## src/rtl/lsu_pkg.sv

```systemverilog
// Shared definitions for the load/store unit: funct3 codes, FSM state
// encoding and the default memory-wait timeout.
package lsu_pkg;

  localparam int XLEN = 32;

  // RV32I load/store width encodings.
  localparam logic [2:0] F3_B  = 3'b000;
  localparam logic [2:0] F3_H  = 3'b001;
  localparam logic [2:0] F3_W  = 3'b010;
  localparam logic [2:0] F3_BU = 3'b100;
  localparam logic [2:0] F3_HU = 3'b101;

  // Default cycles to wait for grant / read data when the timeout is built in.
  localparam int TIMEOUT_CYCLES_DEF = 64;

  typedef enum logic [1:0] {
    IDLE   = 2'd0,
    REQ    = 2'd1,
    WAIT_R = 2'd2,
    RESP   = 2'd3
  } state_e;

endpackage

```

## src/rtl/lsu_if.sv

```systemverilog
// Bundle of the LSU request, data-memory and response signals.
// slave = the LSU side; master = the pipeline plus memory around it.
interface lsu_if
  import lsu_pkg::*;
();

  // Request from the execute stage.
  logic            req_valid;
  logic            req_ready;
  logic            req_we;
  logic [2:0]      req_funct3;
  logic [XLEN-1:0] req_addr;
  logic [XLEN-1:0] req_wdata;
  logic [4:0]      req_rd;

  // Data-memory port.
  logic            mem_req;
  logic            mem_we;
  logic [XLEN-1:0] mem_addr;
  logic [3:0]      mem_wstrb;
  logic [XLEN-1:0] mem_wdata;
  logic            mem_gnt;
  logic            mem_rvalid;
  logic [XLEN-1:0] mem_rdata;

  // Completion to writeback.
  logic            rsp_valid;
  logic [4:0]      rsp_rd;
  logic [XLEN-1:0] rsp_rdata;
  logic            rsp_err;
  logic            busy;

  modport slave (
    input  req_valid, req_we, req_funct3, req_addr, req_wdata, req_rd,
    input  mem_gnt, mem_rvalid, mem_rdata,
    output req_ready,
    output mem_req, mem_we, mem_addr, mem_wstrb, mem_wdata,
    output rsp_valid, rsp_rd, rsp_rdata, rsp_err, busy
  );

  modport master (
    output req_valid, req_we, req_funct3, req_addr, req_wdata, req_rd,
    output mem_gnt, mem_rvalid, mem_rdata,
    input  req_ready,
    input  mem_req, mem_we, mem_addr, mem_wstrb, mem_wdata,
    input  rsp_valid, rsp_rd, rsp_rdata, rsp_err, busy
  );

endinterface

```

## src/rtl/lsu_align.sv

```systemverilog
// Combinational alignment helpers for the LSU: store lane replication and
// byte strobes, misaligned/illegal request detection, and load
// extraction with sign/zero extension.
module lsu_align
  import lsu_pkg::*;
(
  // Incoming request (store lanes and legality check).
  input  logic [2:0]      i_req_funct3,
  input  logic            i_req_we,
  input  logic [1:0]      i_req_addr_lo,
  input  logic [XLEN-1:0] i_req_wdata,
  // Latched load context plus the returned memory word.
  input  logic [2:0]      i_ld_funct3,
  input  logic [1:0]      i_ld_addr_lo,
  input  logic [XLEN-1:0] i_ld_rdata,
  output logic [XLEN-1:0] o_st_wdata,
  output logic [3:0]      o_st_wstrb,
  output logic            o_req_err,
  output logic [XLEN-1:0] o_ld_data
);

  logic       w_misaligned;
  logic       w_illegal;
  logic [7:0] w_byte;
  logic [15:0] w_half;

  // Store data replication across lanes and strobe generation.
  always_comb begin
    // NOTE: defaults first so every path assigns every output and no latch is inferred.
    o_st_wdata = i_req_wdata;
    o_st_wstrb = 4'b0000;
    case (i_req_funct3)
      F3_B: begin
        o_st_wdata = {4{i_req_wdata[7:0]}};
        o_st_wstrb = 4'b0001 << i_req_addr_lo;
      end
      F3_H: begin
        o_st_wdata = {2{i_req_wdata[15:0]}};
        o_st_wstrb = 4'b0011 << i_req_addr_lo;
      end
      F3_W: o_st_wstrb = 4'b1111;
      default: o_st_wstrb = 4'b0000;
    endcase
  end

  // Misaligned / illegal request classification.
  always_comb begin
    w_misaligned = 1'b0;
    w_illegal    = 1'b0;
    case (i_req_funct3)
      F3_B:  w_illegal = 1'b0;
      F3_BU: w_illegal = i_req_we;
      F3_H:  w_misaligned = i_req_addr_lo[0];
      F3_HU: begin
        w_misaligned = i_req_addr_lo[0];
        w_illegal    = i_req_we;
      end
      F3_W:  w_misaligned = |i_req_addr_lo;
      default: w_illegal = 1'b1;
    endcase
    o_req_err = w_misaligned | w_illegal;
  end

  // Load extraction from the returned word and extension to XLEN.
  always_comb begin
    case (i_ld_addr_lo)
      2'd0:    w_byte = i_ld_rdata[7:0];
      2'd1:    w_byte = i_ld_rdata[15:8];
      2'd2:    w_byte = i_ld_rdata[23:16];
      default: w_byte = i_ld_rdata[31:24];
    endcase
    w_half = i_ld_addr_lo[1] ? i_ld_rdata[31:16] : i_ld_rdata[15:0];
    case (i_ld_funct3)
      F3_B:    o_ld_data = {{24{w_byte[7]}}, w_byte};
      F3_BU:   o_ld_data = {24'h000000, w_byte};
      F3_H:    o_ld_data = {{16{w_half[15]}}, w_half};
      F3_HU:   o_ld_data = {16'h0000, w_half};
      F3_W:    o_ld_data = i_ld_rdata;
      default: o_ld_data = '0;
    endcase
  end

endmodule

```

## src/rtl/lsu.sv

```systemverilog
// Load/store unit: accepts one RV32I load/store at a time, runs a single
// request/grant/response transaction on the data-memory port and returns
// aligned, extended load data (or store completion) to writeback.
// Optional build macro LSU_TIMEOUT_EN: abort a memory wait with rsp_err
// after TIMEOUT_CYCLES cycles without grant / read data.
module lsu
  import lsu_pkg::*;
#(
  parameter int WIDTH          = XLEN,
  parameter int TIMEOUT_CYCLES = TIMEOUT_CYCLES_DEF
) (
  input  logic  clk,
  input  logic  rst_n,
  lsu_if.slave  bus
);

  // Only a 32-bit datapath exists, and the timeout needs at least two states.
  if (WIDTH != 32 || TIMEOUT_CYCLES < 2) begin : g_param_chk
    $error("lsu: unsupported WIDTH or TIMEOUT_CYCLES");
  end

  state_e          r_state;
  logic            r_req_ready;
  logic            r_busy;
  logic            r_we;
  logic [2:0]      r_funct3;
  logic [1:0]      r_addr_lo;
  logic            r_mem_req;
  logic            r_mem_we;
  logic [XLEN-1:0] r_mem_addr;
  logic [3:0]      r_mem_wstrb;
  logic [XLEN-1:0] r_mem_wdata;
  logic            r_rsp_valid;
  logic [4:0]      r_rsp_rd;
  logic [XLEN-1:0] r_rsp_rdata;
  logic            r_rsp_err;

  logic            w_accept;
  logic            w_req_err;
  logic [XLEN-1:0] w_st_wdata;
  logic [3:0]      w_st_wstrb;
  logic [XLEN-1:0] w_ld_data;
  logic            w_tmo_hit;

  assign w_accept = bus.req_valid && r_req_ready;

  lsu_align u_align (
    .i_req_funct3  (bus.req_funct3),
    .i_req_we      (bus.req_we),
    .i_req_addr_lo (bus.req_addr[1:0]),
    .i_req_wdata   (bus.req_wdata),
    .i_ld_funct3   (r_funct3),
    .i_ld_addr_lo  (r_addr_lo),
    .i_ld_rdata    (bus.mem_rdata),
    .o_st_wdata    (w_st_wdata),
    .o_st_wstrb    (w_st_wstrb),
    .o_req_err     (w_req_err),
    .o_ld_data     (w_ld_data)
  );

`ifdef LSU_TIMEOUT_EN
  localparam int TMO_W = $clog2(TIMEOUT_CYCLES);

  logic [TMO_W-1:0] r_tmo_cnt;

  assign w_tmo_hit = (r_tmo_cnt == TMO_W'(TIMEOUT_CYCLES - 1));

  // Wait counter: runs while a grant or read response is outstanding,
  // cleared on every other cycle so each wait phase starts from zero.
  always_ff @(posedge clk) begin
    if (!rst_n) begin
      r_tmo_cnt <= '0;
    end else if ((r_state == REQ && !bus.mem_gnt) ||
                 (r_state == WAIT_R && !bus.mem_rvalid)) begin
      r_tmo_cnt <= r_tmo_cnt + 1'b1;
    end else begin
      r_tmo_cnt <= '0;
    end
  end
`else
  assign w_tmo_hit = 1'b0;
`endif

  // Transaction FSM with all outputs registered alongside the state.
  always_ff @(posedge clk) begin
    // NOTE: reset is sampled here on the clock edge (synchronous) and also
    // clears the datapath registers so every output is defined after reset.
    if (!rst_n) begin
      r_state     <= IDLE;
      r_req_ready <= 1'b1;
      r_busy      <= 1'b0;
      r_we        <= 1'b0;
      r_funct3    <= 3'b000;
      r_addr_lo   <= 2'b00;
      r_mem_req   <= 1'b0;
      r_mem_we    <= 1'b0;
      r_mem_addr  <= '0;
      r_mem_wstrb <= 4'b0000;
      r_mem_wdata <= '0;
      r_rsp_valid <= 1'b0;
      r_rsp_rd    <= 5'd0;
      r_rsp_rdata <= '0;
      r_rsp_err   <= 1'b0;
    end else begin
      // NOTE: non-blocking assignments so every register samples pre-edge values.
      r_rsp_valid <= 1'b0;
      case (r_state)
        IDLE: begin
          if (w_accept) begin
            r_we        <= bus.req_we;
            r_funct3    <= bus.req_funct3;
            r_addr_lo   <= bus.req_addr[1:0];
            r_rsp_rd    <= bus.req_rd;
            r_req_ready <= 1'b0;
            r_busy      <= 1'b1;
            if (w_req_err) begin
              // Rejected without touching memory.
              r_state     <= RESP;
              r_rsp_valid <= 1'b1;
              r_rsp_err   <= 1'b1;
              r_rsp_rdata <= '0;
            end else begin
              r_state     <= REQ;
              r_mem_req   <= 1'b1;
              r_mem_we    <= bus.req_we;
              r_mem_addr  <= {bus.req_addr[XLEN-1:2], 2'b00};
              r_mem_wstrb <= bus.req_we ? w_st_wstrb : 4'b0000;
              r_mem_wdata <= bus.req_we ? w_st_wdata : '0;
            end
          end
        end

        REQ: begin
          if (bus.mem_gnt) begin
            r_mem_req <= 1'b0;
            if (r_we) begin
              r_state     <= RESP;
              r_rsp_valid <= 1'b1;
              r_rsp_err   <= 1'b0;
              r_rsp_rdata <= '0;
            end else begin
              r_state <= WAIT_R;
            end
          end else if (w_tmo_hit) begin
            r_mem_req   <= 1'b0;
            r_state     <= RESP;
            r_rsp_valid <= 1'b1;
            r_rsp_err   <= 1'b1;
            r_rsp_rdata <= '0;
          end
        end

        WAIT_R: begin
          // Read data only counts once the grant cycle is over.
          if (bus.mem_rvalid) begin
            r_state     <= RESP;
            r_rsp_valid <= 1'b1;
            r_rsp_err   <= 1'b0;
            r_rsp_rdata <= w_ld_data;
          end else if (w_tmo_hit) begin
            r_state     <= RESP;
            r_rsp_valid <= 1'b1;
            r_rsp_err   <= 1'b1;
            r_rsp_rdata <= '0;
          end
        end

        RESP: begin
          r_state     <= IDLE;
          r_req_ready <= 1'b1;
          r_busy      <= 1'b0;
        end

        default: begin
          r_state     <= IDLE;
          r_req_ready <= 1'b1;
          r_busy      <= 1'b0;
          r_mem_req   <= 1'b0;
        end
      endcase
    end
  end

  assign bus.req_ready = r_req_ready;
  assign bus.busy      = r_busy;
  assign bus.mem_req   = r_mem_req;
  assign bus.mem_we    = r_mem_we;
  assign bus.mem_addr  = r_mem_addr;
  assign bus.mem_wstrb = r_mem_wstrb;
  assign bus.mem_wdata = r_mem_wdata;
  assign bus.rsp_valid = r_rsp_valid;
  assign bus.rsp_rd    = r_rsp_rd;
  assign bus.rsp_rdata = r_rsp_rdata;
  assign bus.rsp_err   = r_rsp_err;

endmodule
```

## src/flat_wrapper.sv

```systemverilog
// flat-port wrapper written by rule: the top's interface ports become plain ports
module lsu_flat import lsu_pkg::*;
#(
  parameter int WIDTH          = XLEN,
  parameter int TIMEOUT_CYCLES = TIMEOUT_CYCLES_DEF
)
  (clk, rst_n, bus_req_valid, bus_req_we, bus_req_funct3, bus_req_addr, bus_req_wdata, bus_req_rd, bus_mem_gnt, bus_mem_rvalid, bus_mem_rdata, bus_req_ready, bus_mem_req, bus_mem_we, bus_mem_addr, bus_mem_wstrb, bus_mem_wdata, bus_rsp_valid, bus_rsp_rd, bus_rsp_rdata, bus_rsp_err, bus_busy);
  lsu_if bus_i ();
  input  logic clk;
  input  logic rst_n;
  input wire logic [$bits(bus_i.req_valid)-1:0] bus_req_valid;
  input wire logic [$bits(bus_i.req_we)-1:0] bus_req_we;
  input wire logic [$bits(bus_i.req_funct3)-1:0] bus_req_funct3;
  input wire logic [$bits(bus_i.req_addr)-1:0] bus_req_addr;
  input wire logic [$bits(bus_i.req_wdata)-1:0] bus_req_wdata;
  input wire logic [$bits(bus_i.req_rd)-1:0] bus_req_rd;
  input wire logic [$bits(bus_i.mem_gnt)-1:0] bus_mem_gnt;
  input wire logic [$bits(bus_i.mem_rvalid)-1:0] bus_mem_rvalid;
  input wire logic [$bits(bus_i.mem_rdata)-1:0] bus_mem_rdata;
  output wire logic [$bits(bus_i.req_ready)-1:0] bus_req_ready;
  output wire logic [$bits(bus_i.mem_req)-1:0] bus_mem_req;
  output wire logic [$bits(bus_i.mem_we)-1:0] bus_mem_we;
  output wire logic [$bits(bus_i.mem_addr)-1:0] bus_mem_addr;
  output wire logic [$bits(bus_i.mem_wstrb)-1:0] bus_mem_wstrb;
  output wire logic [$bits(bus_i.mem_wdata)-1:0] bus_mem_wdata;
  output wire logic [$bits(bus_i.rsp_valid)-1:0] bus_rsp_valid;
  output wire logic [$bits(bus_i.rsp_rd)-1:0] bus_rsp_rd;
  output wire logic [$bits(bus_i.rsp_rdata)-1:0] bus_rsp_rdata;
  output wire logic [$bits(bus_i.rsp_err)-1:0] bus_rsp_err;
  output wire logic [$bits(bus_i.busy)-1:0] bus_busy;
  assign bus_i.req_valid = bus_req_valid;
  assign bus_i.req_we = bus_req_we;
  assign bus_i.req_funct3 = bus_req_funct3;
  assign bus_i.req_addr = bus_req_addr;
  assign bus_i.req_wdata = bus_req_wdata;
  assign bus_i.req_rd = bus_req_rd;
  assign bus_i.mem_gnt = bus_mem_gnt;
  assign bus_i.mem_rvalid = bus_mem_rvalid;
  assign bus_i.mem_rdata = bus_mem_rdata;
  assign bus_req_ready = bus_i.req_ready;
  assign bus_mem_req = bus_i.mem_req;
  assign bus_mem_we = bus_i.mem_we;
  assign bus_mem_addr = bus_i.mem_addr;
  assign bus_mem_wstrb = bus_i.mem_wstrb;
  assign bus_mem_wdata = bus_i.mem_wdata;
  assign bus_rsp_valid = bus_i.rsp_valid;
  assign bus_rsp_rd = bus_i.rsp_rd;
  assign bus_rsp_rdata = bus_i.rsp_rdata;
  assign bus_rsp_err = bus_i.rsp_err;
  assign bus_busy = bus_i.busy;
  lsu #(.WIDTH(WIDTH), .TIMEOUT_CYCLES(TIMEOUT_CYCLES)) u_core (.clk(clk), .rst_n(rst_n), .bus(bus_i));
endmodule
```

## config.mk

```make
export PLATFORM = sky130hd
export DESIGN_NAME = lsu_flat
export DESIGN_NICKNAME = d
export VERILOG_FILES = /design/src/rtl/lsu_pkg.sv /design/src/rtl/lsu_if.sv /design/src/rtl/lsu_align.sv /design/src/rtl/lsu.sv /design/src/flat_wrapper.sv
export SDC_FILE = /design/constraint.sdc
export NUM_CORES = 1
export LEC_CHECK = 0
export ABC_AREA = 1
export BUFFER_PORTS_ARGS = -buffer_cell sky130_fd_sc_hd__clkbuf_2
export CAP_MARGIN = 40
export CORE_ASPECT_RATIO = 1.75
export CORE_MARGIN = 2
export CORE_UTILIZATION = 52
export CTS_BUF_LIST = sky130_fd_sc_hd__clkbuf_4
export DETAILED_ROUTE_END_ITERATION = 16
export HOLD_SLACK_MARGIN = 0.03
export PLACE_DENSITY = 0.83
export SYNTH_ARGS = -nofsm -noshare
export SYNTH_HDL_FRONTEND = slang
export SYNTH_SLANG_ARGS = --single-unit
```

## constraint.sdc

```tcl
create_clock -name clk -period 2.1 [get_ports clk]
set_input_delay 0.21 -clock clk [delete_from_list [all_inputs] [get_ports clk]]
set_output_delay 0.21 -clock clk [all_outputs]
set_load 0.1 [all_outputs]
```

==> results of run 1 <==
## registers in the layout, indices dropped and copies added (netlist names), 2 cells and up
signal,count
u_core.bus.rsp_rdata,32
u_core.bus.mem_wstrb,4
u_core.bus.mem_addr,30
u_core.bus.rsp_rd,5
u_core.r_addr_lo,2
u_core.r_funct3,3
u_core.bus.mem_wdata,32
u_core.r_state,2
## through the flow
stage               cells  instance area (sq um)  total power, uW
floorplan             991                   6160             6430
global placement     1310                   7330             7460
detailed placement   1310                   7330             7480
CTS                  1400                   8210             9320
global route         1401                   8220             9910
finish               1401                   8220             9330
## critical path, cell delays in order, from the launching register on
cell     delay, ns
dfxtp_1       0.36
inv_1         0.13
ha_2          0.23
inv_2         0.06
nor2_4        0.12
buf_4         0.23
buf_4         0.36
nand3_1       0.15
a21oi_1       0.24
## logic make-up after synthesis
| kind of cell | synth area share (%) |
|---|---|
| flops | 38.1 |
| compound gates | 13.2 |
| simple gates | 38.0 |
| fa+ha+maj | 1.02 |
| other cells | 0.0610 |
| buf+inv | 9.64 |
## synthesized netlist by cell type (7+ instances only)
cell type / count / area [sq um]
buf_2: 24 / 120
inv_2: 11 / 41.3
a21boi_1: 10 / 75.1
clkbuf_1: 24 / 90.1
o21ai_0: 39 / 195
nor2_1: 186 / 698
nand2_1: 300 / 1130
dfxtp_1: 117 / 2340
buf_4: 7 / 52.6
inv_1: 69 / 259
a21oi_1: 82 / 410
nand3_1: 75 / 375
a21boi_0: 15 / 113
## layout make-up
cell class	instances	share of cell area [%]
flip-flops and latches	117	28.5
clock buffers	17	1.55
well taps	135	2.06
multi-input cells	735	39.2
clock inverters	15	2.09
diodes	1	0.0304
repair buffers	300	22.8
inverters	81	3.73
## final timing paths
kind	slack, ns	cells past startpoint	to
setup / recovery	0.13	8	u_core.bus.mem_addr[22]
hold / removal	0.06	5	u_core.bus.mem_wdata[24]
setup reg to reg	0.13	8	u_core.bus.mem_addr[22]
hold reg to reg	0.47	2	u_core.bus.rsp_rdata[6]
## routing by layer
metal	vias up	part of all wire (%)
li1	3621	-
met4	0	4.8
met3	75	6.6
met2	350	54
met5	-	0
met1	3334	35
## report_power, final
group          switching, uW  internal [uW]  leakage [uW]  total, uW
Sequential               191           2490      0.000949       2680
Combinational           3720           1180       0.00304       4900
Clock                   1020            741      0.000159       1760
## repair_timing
item / 4_1_cts / 5_1_grt
hold buffers: 58 / 0
resized for setup: 0 / 3
hold endpoints to repair: 58 / 0
endpoints found under the setup margin: 0 / 5
buffers inserted: 0 / 0
==> results.ini, run 1 <==
[run_status]
status = finished, final reports clean

[power]
powerDensity_nw_per_um2 = 1140
p_leak_uw = 0.00414
irDropWorstVdd_mv = 0.879

[setup_path]
critPathCaptureType = flop
path_class = flop to flop
crit_arrival_ns = 2.41
cp-start-kind = flop
regToRegStartpoint = u_core.r_state[1]
cp.required_ns = 2.54
startpoint = u_core.r_state[1]
cp_max_fo = 31

[synthesis]
async_flop_share_pct = 0
syn_area_sq_um = 6150
ys.flop_type = dfxtp_1
seq_area_frac_synth_pct = 38.1
synth-edff-count = 0
ys_warn_count = 0
ys_types = 28
avgSynthCellArea_sq_um = 6.21
ys_ff_latch = 117
synthCells = 990

[global_route]
grtUsageMet1_pct = 31.8
grt-busiest-layer = met2
grtUsageMet3_pct = 7.15
grt_pass1_wl_um = 33100
grt_util_all_layers_pct = 32.6
grt_max_degree = 68
grt_overflow = 0
grt_pass1_vias = 7163
grtUsageMet2_pct = 61.0
antenna_found_initial = 1

[floorplan]
initial_core_util_pct = 53.1
ios = 221
die-width_um = 86.2
dieArea_sq_um = 12700
core_sq_um = 11600
rows = 52
die_h_um = 148

[placed_design]
gp_congestion = 0.974
io_buffers = 218
dp_hpwl_um = 14300
place_ws_ns = 0.264

[cells_and_area]
synthToLayoutAreaGrowth_pct = 33.6
n_fill_cell = 1065
final_util_pct = 71.0
final_common_cell = nand2_1
nNetsFinal = 1367
multi_input_area_sq_um = 3220
drive_gt1_share_pct = 23.9
layout_common_cells = nand2_1 (300), clkbuf_2 (218), nor2_1 (186)
layout.area.seq_sq_um = 2340

[sta]
grt_setup_unrepaired = false
relSlewSlack_pct = 60.5
period_needed_ns = 1.97
finalHoldViolCount = 0
drv_slew = 0
fin_skew_ns = 0.0203
setup_viol = 0
fmax_ghz = 0.507
setup_tns_ns = 0
tightest_slew_ns = 0.595
fin_crit_sh_pct = 94.0
fin_ws_ns = 0.127
hold_slack_ns = 0.0587

[routing]
ant_nets = 0
first_pass_iters = 5
wl_um = 21000
vias = 7380
drc = 0
wl_per_cell_um = 15.0
viasPerCell = 5.27
drtIter0Drc = 355

[clocking]
clock_insertion_delay_worst_skew_ns = 0.52
cts.htree.levels = 4
cts.clk_slew.worst_paths_ns = 0.13
cts_made_buffers = 17
cts-root-buf = clkbuf_4
cts_sinks = 117
cts_buffer_depth = 2
cts_tree = yes

[run]
maxCapViolCount = 0

[min_path]
hold_class = input port to flop
min_from = bus_req_wdata[24]

(Power assumes the default switching activity.)
==> run 2: changes to the inputs <==
==> constraint.sdc (replaced) <==
create_clock -name clk -period 2.1 [get_ports clk]
set_input_delay 0.315 -clock clk [delete_from_list [all_inputs] [get_ports clk]]
set_output_delay 0.315 -clock clk [all_outputs]
set_load 0.1 [all_outputs]
==> results.ini, run 2 (same netlist as run 1, synthesis figures left out) <==
[floorplan]
initial_core_util_pct = 53.1
rows = 52
die_h_um = 148
dieArea_sq_um = 12700
core_sq_um = 11600
die-width_um = 86.2
ios = 221

[sta]
fmax_ghz = 0.523
setup_tns_ns = 0
relSlewSlack_pct = 59.9
drv_slew = 0
period_needed_ns = 1.91
tightest_slew_ns = 0.605
grt_setup_unrepaired = false
setup_viol = 0
fin_crit_sh_pct = 91.1
fin_skew_ns = 0.0206
finalHoldViolCount = 0

[clocking]
post_cts_buffers = 0
cts.htree.levels = 4
cts-root-buf = clkbuf_4
clock_insertion_delay_worst_skew_ns = 0.53
cts_made_buffers = 17
cts_tree = yes
cts_buffer_depth = 2
cts.clk_slew.worst_paths_ns = 0.12
cts_sinks = 117

[placed_design]
dp_cells = 1309
io_buffers = 218
dp_hpwl_um = 14300
gp_congestion = 0.952

[power]
fin_total_pwr_uw = 9040
p_leak_uw = 0.00404
powerDensity_nw_per_um2 = 1130
irDropWorstVdd_mv = 0.595

[cells_and_area]
synthToLayoutAreaGrowth_pct = 30.2
drive_gt1_share_pct = 24.2
final_common_cell = nand2_1
nNetsFinal = 1347
fin_cells = 1383
layout_common_cells = nand2_1 (300), clkbuf_2 (218), nor2_1 (186)

[min_path]
hold_class = input port to flop

[global_route]
antenna_found_initial = 2
grt_pass1_wl_um = 32200
grt_pass1_vias = 6873
grt_util_all_layers_pct = 32.0
grt_max_degree = 68
grt_overflow = 0

[routing]
first_pass_iters = 5
drtIter0Drc = 260
vias = 7164
wl_per_cell_um = 14.6
wl_um = 20300
viasPerCell = 5.18
drc = 0
ant_nets = 0

[run_status]
status = finished, final reports clean

[setup_path]
cp-start-kind = input port
path_class = input port to flop
critPathCaptureType = flop
crit_arrival_ns = 2.32
cp_max_fo = 67
cp.required_ns = 2.51

[run]
maxCapViolCount = 0

==> run 2: cell count changes in the layout (fill, tap and decap cells not counted), sizes merged <==
cell	delta
dlygate4sd3	-19
bufinv	-2
clkinv	+2
diode	+2
buf	-1
clkinvlp	+1
inv	-1
==> run 2: power by group <==
part	total, uW	switching [uW]	internal [uW]
Combinational	4860	3700	1160
Clock	1500	1000	496
Sequential	2680	198	2490
==> run 2: final timing paths <==
| check | startpoint | end | slack (ns) | cells past startpoint |
|---|---|---|---|---|
| worst max-delay path | bus_req_funct3[2] | u_core.bus.mem_wdata[13] | 0.19 | 13 |
| worst min-delay path | bus_req_wdata[4] | u_core.bus.mem_wdata[4] | 0.06 | 3 |
| worst max register to register | u_core.r_state[1] | u_core.bus.mem_addr[26] | 0.23 | 8 |
| worst min register to register | u_core.bus.mem_addr[10] | u_core.bus.mem_addr[10] | 0.47 | 2 |
==> run 2: layout make-up <==
cell class / count / area [sq um]
clock buffers: 17 / 128
well taps: 135 / 169
inverters: 81 / 307
clock inverters: 15 / 125
repair buffers: 280 / 1710
multi-input cells: 735 / 3220
fillers: 1069 / 3570
flip-flops and latches: 117 / 2340
diodes: 3 / 7.51
==> run 2: critical path: stages <==
cell and delay, ns:
dlygate4sd3_1 0.55, clkbuf_2 0.14, nor2_1 0.13, nor2_1 0.07, nor2_2 0.17, nand2_2 0.13, inv_2 0.21, nand2_2 0.09
buf_12 0.22, nand2_1 0.09, inv_1 0.04, nor2_1 0.11, nor2_1 0.05
==> run 2: layer usage <==
metal,GRT usage (%),wire [um]
met3,8.04,1240
met2,58.2,10800
met1,32.4,7060
met4,17.8,1120
met5,0,0
==> run 2: per-stage QoR <==
stage	cell area [sq um]	hold slack, ns	utilization, %	setup WS, ns
global placement	7350	0.447	63.5	0.272
finish	8010	0.0633	69.2	0.186
detailed placement	7350	0.455	63.5	0.196
floorplan	6160	0.442	-	0.198
CTS	7980	0.0300	68.9	0.224
global route	8010	0.0357	69.1	0.0271
==> run 2: repair_timing <==
| action | 4_1_cts | 5_1_grt |
|---|---|---|
| hold buffers | 38 | 1 |
| gates resized for setup | 0 | 4 |
| hold endpoints to repair | 38 | 1 |
| setup endpoints to repair | 0 | 6 |
==> run 3: changes to the inputs <==
--- a/config.mk
+++ b/config.mk
@@ -10,11 +10,10 @@
 export CAP_MARGIN = 40
 export CORE_ASPECT_RATIO = 1.75
 export CORE_MARGIN = 2
-export CORE_UTILIZATION = 52
+export CORE_UTILIZATION = 35
 export CTS_BUF_LIST = sky130_fd_sc_hd__clkbuf_4
 export DETAILED_ROUTE_END_ITERATION = 16
 export HOLD_SLACK_MARGIN = 0.03
-export PLACE_DENSITY = 0.83
 export SYNTH_ARGS = -nofsm -noshare
 export SYNTH_HDL_FRONTEND = slang
 export SYNTH_SLANG_ARGS = --single-unit
==> results.ini, run 3 (same netlist as run 1, synthesis figures left out) <==
[run_status]
status = finished, final reports clean

[routing]
wl_per_cell_um = 14.4
vias = 6956
drtIter0Drc = 329
wl_um = 21200
drc = 0
ant_nets = 0
viasPerCell = 4.71
first_pass_iters = 5

[cells_and_area]
nNetsFinal = 1346
fin_cells = 1476
final_util_pct = 46.8
drive_gt1_share_pct = 24.3
final_common_cell = nand2_1
synthToLayoutAreaGrowth_pct = 32.2
n_fill_cell = 1913
layout_common_cells = nand2_1 (300), clkbuf_2 (218), nor2_1 (185)

[setup_path]
cp-start-kind = flop
critPathCaptureType = flop
cp_max_fo = 51
cp.required_ns = 2.48
crit_arrival_ns = 2.33
path_class = flop to flop

[sta]
fin_skew_ns = 0.0203
fmax_ghz = 0.513
relSlewSlack_pct = 61.3
setup_viol = 0
drv_slew = 0
fin_ws_ns = 0.150
tightest_slew_ns = 0.582
grt_setup_unrepaired = true
period_needed_ns = 1.95
finalHoldViolCount = 0
fin_crit_sh_pct = 92.9

[clocking]
cts_made_buffers = 17
clock_insertion_delay_worst_skew_ns = 0.50
cts_sinks = 117
cts_tree = yes
cts.htree.levels = 4
cts_buffer_depth = 2
cts-root-buf = clkbuf_4
cts.clk_slew.worst_paths_ns = 0.11

[power]
powerDensity_nw_per_um2 = 1130
irDropWorstVdd_mv = 0.473
p_leak_uw = 0.00404
fin_total_pwr_uw = 9180

[placed_design]
place_ws_ns = 0.116
dp_cells = 1405
gp_congestion = 0.897
dp_hpwl_um = 15700
io_buffers = 218

[min_path]
hold_class = input port to flop

[floorplan]
die-width_um = 104
dieArea_sq_um = 18700
initial_core_util_pct = 35.4
die_h_um = 179
rows = 64
ios = 221
core_sq_um = 17400

[global_route]
antenna_found_initial = 1
grt_pass1_wl_um = 33400
grt_max_degree = 59
grt_pass1_vias = 6686
grt_overflow = 0
grt_util_all_layers_pct = 22.6

[run]
maxCapViolCount = 0

run 3: cell count changes in the layout (fill, tap and decap cells not counted), moves of 2 or more:
cell and delta:
buf_4 +2, bufinv_16 +2, clkinv_4 -2, clkinvlp_4 +2, diode_2 -2, inv_8 -2
run 3: cell type report:
cell class | instances | area, sq um | share of cell area [%]
Clock buffer | 17 | 128 | 1.57
Antenna cell | 1 | 2.50 | 0.0308
Clock inverter | 15 | 156 | 1.92
Multi-Input combinational cell | 735 | 3220 | 39.6
Timing Repair Buffer | 279 | 1680 | 20.7
Sequential cell | 117 | 2340 | 28.8
Tap cell | 231 | 289 | 3.55
Inverter | 81 | 309 | 3.80
run 3: through the flow:
stage	instance area [sq um]	setup TNS (ns)	hold WS, ns
after floorplan	6160	0	0.442
after global placement	7460	0	0.447
after detailed placement	7460	0	0.452
after CTS	8120	0	0.0455
after global routing	8130	-0.000584	0.0551
final	8130	0	0.101
run 3: path summary, 6_finish.rpt:
kind | startpoint | end | slack (ns) | depth (start not counted)
worst max-delay path | u_core.r_state[1] | u_core.bus.mem_wdata[14] | 0.15 | 11
worst min-delay path | bus_req_funct3[2] | u_core.r_funct3[2] | 0.10 | 3
worst max register to register | u_core.r_state[1] | u_core.bus.mem_wdata[14] | 0.15 | 11
worst min register to register | u_core.bus.mem_addr[27] | u_core.bus.mem_addr[27] | 0.47 | 2
run 3: layer usage:
| metal | GRT usage, % | part of all wire (%) | wire length (um) | vias to the layer above |
|---|---|---|---|---|
| li1 | - | - | - | 3578 |
| met1 | 23.1 | 36 | 7690 | 3120 |
| met2 | 43.5 | 55 | 11600 | 216 |
| met3 | 4.95 | 5.1 | 1080 | 42 |
| met4 | 10.9 | 4.1 | 865 | 0 |
| met5 | 0 | 0 | 0 | - |
run 3: what timing repair did:
action / 4_1_cts / 5_1_grt
endpoints found under the hold margin: 38 / 0
setup endpoints to repair: 0 / 3
hold buffers: 38 / 0
gates resized for setup: 0 / 3
buffers inserted: 0 / 0
run 3: power breakdown:
part           internal [uW]  total (uW)  leakage, uW  switching [uW]
registers               2490        2700     0.000949             213
logic                   1130        4810      0.00295            3690
clock network            713        1660     0.000142             951
run 3: worst max-delay path, cell delays in order, from the launching register on:
cell and delay [ns]:
dfxtp_1 0.36, inv_1 0.12, ha_1 0.24, inv_2 0.08, nor2_4 0.12, buf_4 0.31, nand2_2 0.12, buf_12 0.20
nand2_1 0.09, inv_1 0.04, nor2_1 0.09, nor2_1 0.04
